--- config.mk ---
export PLATFORM = sky130hd
export DESIGN_NAME = dc_miss_ctrl
export DESIGN_NICKNAME = d
export VERILOG_FILES = /design/src/rtl/dc_pkg.sv /design/src/rtl/sat_counter.sv /design/src/rtl/dc_miss_ctrl.sv
export SDC_FILE = /design/constraint.sdc
export NUM_CORES = 1
export LEC_CHECK = 0
export CORE_AREA = 5 5 253 255
export DETAILED_ROUTE_END_ITERATION = 7
export DIE_AREA = 0 0 258 260
export GPL_TIMING_DRIVEN = 0
export PLACE_DENSITY = 0.6
export SLEW_MARGIN = 15
export SYNTH_ARGS = -nofsm -noshare
export SYNTH_HDL_FRONTEND = slang
export SYNTH_SLANG_ARGS = --single-unit
--- constraint.sdc ---
create_clock -name clk_i -period 2.8 [get_ports clk_i]
set_input_delay 0.84 -clock clk_i [delete_from_list [all_inputs] [get_ports clk_i]]
set_output_delay 0.84 -clock clk_i [all_outputs]
set_load 0.01 [all_outputs]
--- src/rtl/dc_pkg.sv ---
// Shared sizing and FSM encoding for the data-cache miss controller.
package dc_pkg;
  localparam int ADDR_W = 20;
  localparam int LINE_W = 128;
  localparam int IDX_W  = 2;
  localparam int TAG_W  = ADDR_W - IDX_W - 4;

  typedef enum logic [2:0] {
    S_IDLE = 3'd0,
    S_WB   = 3'd1,
    S_RD   = 3'd2,
    S_FILL = 3'd3,
    S_DONE = 3'd4
  } state_e;
endpackage

--- src/rtl/sat_counter.sv ---
// Free-running event counter that sticks at all-ones instead of wrapping.
module sat_counter #(
  parameter int W = 32
) (
  input  logic         clk_i,
  input  logic         rst_i,
  input  logic         inc_i,
  output logic [W-1:0] cnt_o
);
  logic [W-1:0] cnt_q, cnt_d;

  always_comb begin
    cnt_d = cnt_q;
    if (inc_i && (cnt_q != {W{1'b1}})) cnt_d = cnt_q + {{(W-1){1'b0}}, 1'b1};
  end

  always_ff @(posedge clk_i) begin
    if (rst_i) cnt_q <= '0;
    else       cnt_q <= cnt_d;
  end

  assign cnt_o = cnt_q;
endmodule

--- src/rtl/dc_miss_ctrl.sv ---
// Blocking miss handler: optional dirty-victim writeback, line read, single-cycle
// fill, then a done pulse telling the C stage its op now hits.
module dc_miss_ctrl #(
  parameter int ADDR_W = dc_pkg::ADDR_W,
  parameter int LINE_W = dc_pkg::LINE_W,
  parameter int IDX_W  = dc_pkg::IDX_W,
  parameter int TAG_W  = ADDR_W - IDX_W - 4
) (
  input  logic              clk_i,
  input  logic              rst_i,
  input  logic              c_valid_i,
  input  logic              c_miss_i,
  input  logic              kill_i,
  input  logic [ADDR_W-1:0] c_addr_i,
  input  logic [1:0]        c_lru_way_i,
  input  logic              c_victim_dirty_i,
  input  logic [TAG_W-1:0]  c_victim_tag_i,
  input  logic [LINE_W-1:0] c_victim_data_i,
  output logic              mem_req_o,
  output logic              mem_we_o,
  output logic [ADDR_W-1:0] mem_addr_o,
  output logic [LINE_W-1:0] mem_wdata_o,
  input  logic              mem_ack_i,
  input  logic [LINE_W-1:0] mem_rdata_i,
  output logic              fill_en_o,
  output logic [1:0]        fill_way_o,
  output logic [IDX_W-1:0]  fill_index_o,
  output logic [TAG_W-1:0]  fill_tag_o,
  output logic [LINE_W-1:0] fill_data_o,
  output logic              stall_core_o,
  output logic              miss_done_o,
  output logic [1:0]        miss_done_way_o,
  output logic [31:0]       miss_cnt_o,
  output logic [31:0]       wb_cnt_o
);
  import dc_pkg::*;

  state_e              state_q, state_d;
  logic [ADDR_W-1:0]   addr_q, addr_d;
  logic [1:0]          way_q, way_d;
  logic [TAG_W-1:0]    vtag_q, vtag_d;
  logic [LINE_W-1:0]   vdata_q, vdata_d;
  logic [LINE_W-1:0]   rdata_q, rdata_d;
  logic                killed_q, killed_d;
  logic                accept, wb_inc;
  logic [IDX_W-1:0]    idx;

  assign idx    = addr_q[IDX_W+3:4];
  // Reset outranks a same-cycle miss so no stall or count leaks through.
  assign accept = (state_q == S_IDLE) && c_valid_i && c_miss_i && !kill_i && !rst_i;
  assign wb_inc = (state_q == S_WB) && mem_ack_i;

  always_comb begin
    state_d         = state_q;
    addr_d          = addr_q;
    way_d           = way_q;
    vtag_d          = vtag_q;
    vdata_d         = vdata_q;
    rdata_d         = rdata_q;
    killed_d        = killed_q;
    mem_req_o       = 1'b0;
    mem_we_o        = 1'b0;
    mem_addr_o      = '0;
    mem_wdata_o     = '0;
    fill_en_o       = 1'b0;
    fill_way_o      = '0;
    fill_index_o    = '0;
    fill_tag_o      = '0;
    fill_data_o     = '0;
    stall_core_o    = 1'b0;
    miss_done_o     = 1'b0;
    miss_done_way_o = '0;
    if (state_q != S_IDLE && kill_i) killed_d = 1'b1;
    case (state_q)
      S_IDLE: begin
        if (accept) begin
          stall_core_o = 1'b1;
          addr_d       = c_addr_i;
          way_d        = c_lru_way_i;
          vtag_d       = c_victim_tag_i;
          vdata_d      = c_victim_data_i;
          killed_d     = 1'b0;
          state_d      = c_victim_dirty_i ? S_WB : S_RD;
        end
      end
      S_WB: begin
        stall_core_o = 1'b1;
        mem_req_o    = 1'b1;
        mem_we_o     = 1'b1;
        mem_addr_o   = {vtag_q, idx, 4'b0};
        mem_wdata_o  = vdata_q;
        if (mem_ack_i) state_d = S_RD;
      end
      S_RD: begin
        stall_core_o = 1'b1;
        mem_req_o    = 1'b1;
        mem_addr_o   = {addr_q[ADDR_W-1:4], 4'b0};
        if (mem_ack_i) begin
          rdata_d = mem_rdata_i;
          state_d = S_FILL;
        end
      end
      S_FILL: begin
        stall_core_o = 1'b1;
        fill_en_o    = 1'b1;
        fill_way_o   = way_q;
        fill_index_o = idx;
        fill_tag_o   = addr_q[ADDR_W-1:IDX_W+4];
        fill_data_o  = rdata_q;
        state_d      = S_DONE;
      end
      S_DONE: begin
        miss_done_o     = !(killed_q || kill_i);
        miss_done_way_o = miss_done_o ? way_q : 2'd0;
        state_d         = S_IDLE;
      end
      default: state_d = S_IDLE;
    endcase
  end

  always_ff @(posedge clk_i) begin
    if (rst_i) begin
      state_q  <= S_IDLE;
      addr_q   <= '0;
      way_q    <= '0;
      vtag_q   <= '0;
      vdata_q  <= '0;
      rdata_q  <= '0;
      killed_q <= 1'b0;
    end else begin
      state_q  <= state_d;
      addr_q   <= addr_d;
      way_q    <= way_d;
      vtag_q   <= vtag_d;
      vdata_q  <= vdata_d;
      rdata_q  <= rdata_d;
      killed_q <= killed_d;
    end
  end

  sat_counter #(.W(32)) u_miss_cnt (
    .clk_i (clk_i),
    .rst_i (rst_i),
    .inc_i (accept),
    .cnt_o (miss_cnt_o)
  );

  sat_counter #(.W(32)) u_wb_cnt (
    .clk_i (clk_i),
    .rst_i (rst_i),
    .inc_i (wb_inc),
    .cnt_o (wb_cnt_o)
  );
endmodule

==> results.py <==
metrics = {
    "yosys": {
        "yosysMostFrequentCell": "nand2_1",
        "synth_cells": 2021,
        "yosysSeqAreaShare": 0.463,
        "synthDominantCellAreaShare": 0.463,
        "ys_seq_elements": 356,
        "synth_edf_count": 0,
        "ys_top_cells_by_count": "607 x nand2_1, 356 x dfxtp_1, 283 x and2_1",
        "postSynthAreaPerCell_sq_um": 7.62,
        "synthArstFlopShare": 0,
        "yosysWarnings": 0,
        "synth.area.top_cells": "dfxtp_1 46%, nand2_1 15%, and2_1 12%",
        "synth_area_sq_um": 15400,
        "synth-main-ff-cell": "dfxtp_1",
        "yosysTopAreaCell": "dfxtp_1",
        "synth_cell_types": 51,
    },
    "routing": {
        "routed_via_density": 4.71,
        "final_antenna_net_count": 0,
        "wl_met1_um": 27300,
        "wl_per_cell_um": 20.6,
        "drtIter0Drc": 866,
        "top_layer_used": "met5",
        "drcViolationCount": 0,
        "vias": 17000,
        "wl_um": 74500,
        "wl_met2_um": 37400,
        "met3_length_um": 6910,
        "dr.pass1.iters": 5,
    },
    "floorplan": {
        "start_util": 0.251,
        "fp.coreArea_sq_um": 61400,
        "die_area_sq_um": 67100,
        "fp.dieH_um": 260,
        "die_w_um": 258,
        "num_rows": 91,
        "io_pins": 664,
    },
    "outcome": {
        "violations": "setup timing",
        "status": "finished, violations left",
    },
    "power_and_ir_drop": {
        "p_comb_frac": 0.101,
        "power.total_mw": 12.0,
        "p_int_mw": 9.13,
        "p_leak_nw": 10.7,
        "pwr-share-seq": 0.439,
        "swShare": 0.240,
        "clock_power_share": 0.460,
        "ir_worst_vdd_mv": 0.352,
        "power.switching_mw": 2.89,
        "powerDensity_nw_per_um2": 465,
    },
    "timing": {
        "hold_viol_final": 0,
        "worst_slack_ps": -119,
        "finalCritPeriodShare": 1.04,
        "finalMaxSlewViolations": 0,
        "max_slew.worst_pin.slew_ps": 951,
        "slew_headroom": 0.366,
        "hold_ws_ps": 447,
        "finClkSkew_ps": 16.8,
        "final.min_clock_period_ps": 2920,
        "setup_tns_ps": -5540,
        "fmax_mhz": 343,
        "setup_viol": 120,
        "grt_setup_unrepaired": "true",
    },
    "clocking": {
        "cts.sinks": 356,
        "clk_latency_ps": 560,
        "htree_num_levels": 2,
        "cts-root-buf": "clkbuf_16",
        "cts-buffers-inserted": 43,
        "path_clk_slew_ps": 60,
        "cts_buffer_depth": 3,
        "cts_tree": "built",
    },
    "finish": {
        "final_cells": 3614,
        "multi_input_area_sq_um": 8090,
        "fin_area_sq_um": 25900,
        "drive_gt1_frac": 0.242,
        "seq_area_sq_um": 7140,
        "final_core_util": 0.421,
        "n_fill_cell": 6138,
        "fin_nets": 3094,
        "layout-area-overhead-vs-synth_pct": 68.0,
    },
    "run": {
        "max-cap-violations": 0,
    },
    "worst_setup_path": {
        "required_ps": 1960,
        "critPathLaunch": "state_q[2]",
        "reg2reg_from": "state_q[1]",
        "end_kind": "output port",
        "crit_path_max_fanout": 6,
        "worst_setup_path_start_kind": "flop",
        "cp.arrival_ps": 2080,
        "timing_worst_setup_path_type": "reg -> out",
    },
    "hold_path": {
        "min_from": "vdata_q[41]",
        "min_path_type": "reg -> reg",
    },
    "grt": {
        "grt_pass1_vias": 16900,
        "grt_util_all_layers": 0.203,
        "grt_pass1_wl_um": 105000,
        "grt_max_degree": 13,
        "antenna_found_initial": 18,
        "overflow": 0,
    },
    "placed_design": {
        "dpl-instance-area_sq_um": 23000,
        "gp_congestion": 0.898,
        "placedCellCount": 3470,
        "hpwl_um": 56300,
        "port_buffers": 655,
        "post-place-ws_ps": -1540,
    },
}
path summary, 6_finish.rpt:
| kind | endpoint | slack [ps] | cells past startpoint |
|---|---|---|---|
| max | fill_data_o[124] | -120 | 7 |
| min | vdata_q[41] | 450 | 2 |
| max reg2reg | rdata_q[120] | 120 | 10 |
| min reg2reg | vdata_q[41] | 450 | 2 |
kinds of logic after synthesis:
kind of cell,share of synthesized area
xor gates and xnor gates,0.00228
and+or+nand+nor,0.390
AOI/OAI and AO/OA,0.0910
buffers and inverters,0.0445
DFF,0.463
muxes,0.00748
other,0.000244
adders and majority gates,0.00163
worst max-delay path: stages, from the launching register on:
cell and delay [ps]:
dfxtp_4 390, and3b_2 230, buf_12 140, clkbuf_16 160, clkbuf_16 170, buf_12 130
and2_4 160, buf_6 120
repair_timing:
| action | CTS | global route |
|---|---|---|
| resized for setup | 823 | 874 |
| buffers inserted | 23 | 32 |
| pin swaps | 5 | 99 |
| gates cloned | 6 | 17 |
| hold buffers | 0 | 0 |
| endpoints found under the setup margin | 482 | 432 |
power by group through the flow:
stage                     registers, mW  logic [mW]  clock network [mW]
after detailed placement           5.38        1.03                   0
after floorplan                    5.35       0.357                   0
after global placement             5.37        1.02                   0
final                              5.28        1.22                5.53
after global routing               5.29        1.30                5.90
after CTS                          5.27        1.12                5.69
sequential cells by signal, summed over array words and instances (netlist names):
signal	cells
vtag_q	14
state_q	3
u_wb_cnt.cnt_o	32
rdata_q	128
vdata_q	128
way_q	2
killed_q	1
addr_q	16
u_miss_cnt.cnt_o	32
layout by cell type, fill, tap and decap left out, types with 12 or more instances in the layout:
cell type	n
o21ai_0	16
or3_1	24
a22o_1	12
or4_1	31
buf_8	19
nand4_1	13
clkbuf_2	110
buf_4	34
a21oi_1	180
o31ai_1	31
and2_1	121
inv_1	12
buf_12	12
clkdlybuf4s50_1	356
dfxtp_1	353
nor2_1	27
nand3_1	187
and2_4	161
clkbuf_1	99
nand2_1	606
buf_6	192
clkbuf_16	66
buf_2	30
routing by layer:
metal	vias up	GRT usage
li1	8232	-
met1	7959	0.216
met2	664	0.364
met3	155	0.0802
met4	28	0.0736
met5	-	0
area by class of cell:
type,count,area share
multi-input cells,1500,0.313
repair buffers,731,0.279
flip-flops and latches,356,0.276
clock buffers,62,0.0482
plain buffers,148,0.0390
well taps,790,0.0382
clock inverters,11,0.00474
inverters,13,0.00198
diodes,3,0.000290
No activity file was read; power rests on OpenSTA's default activity.
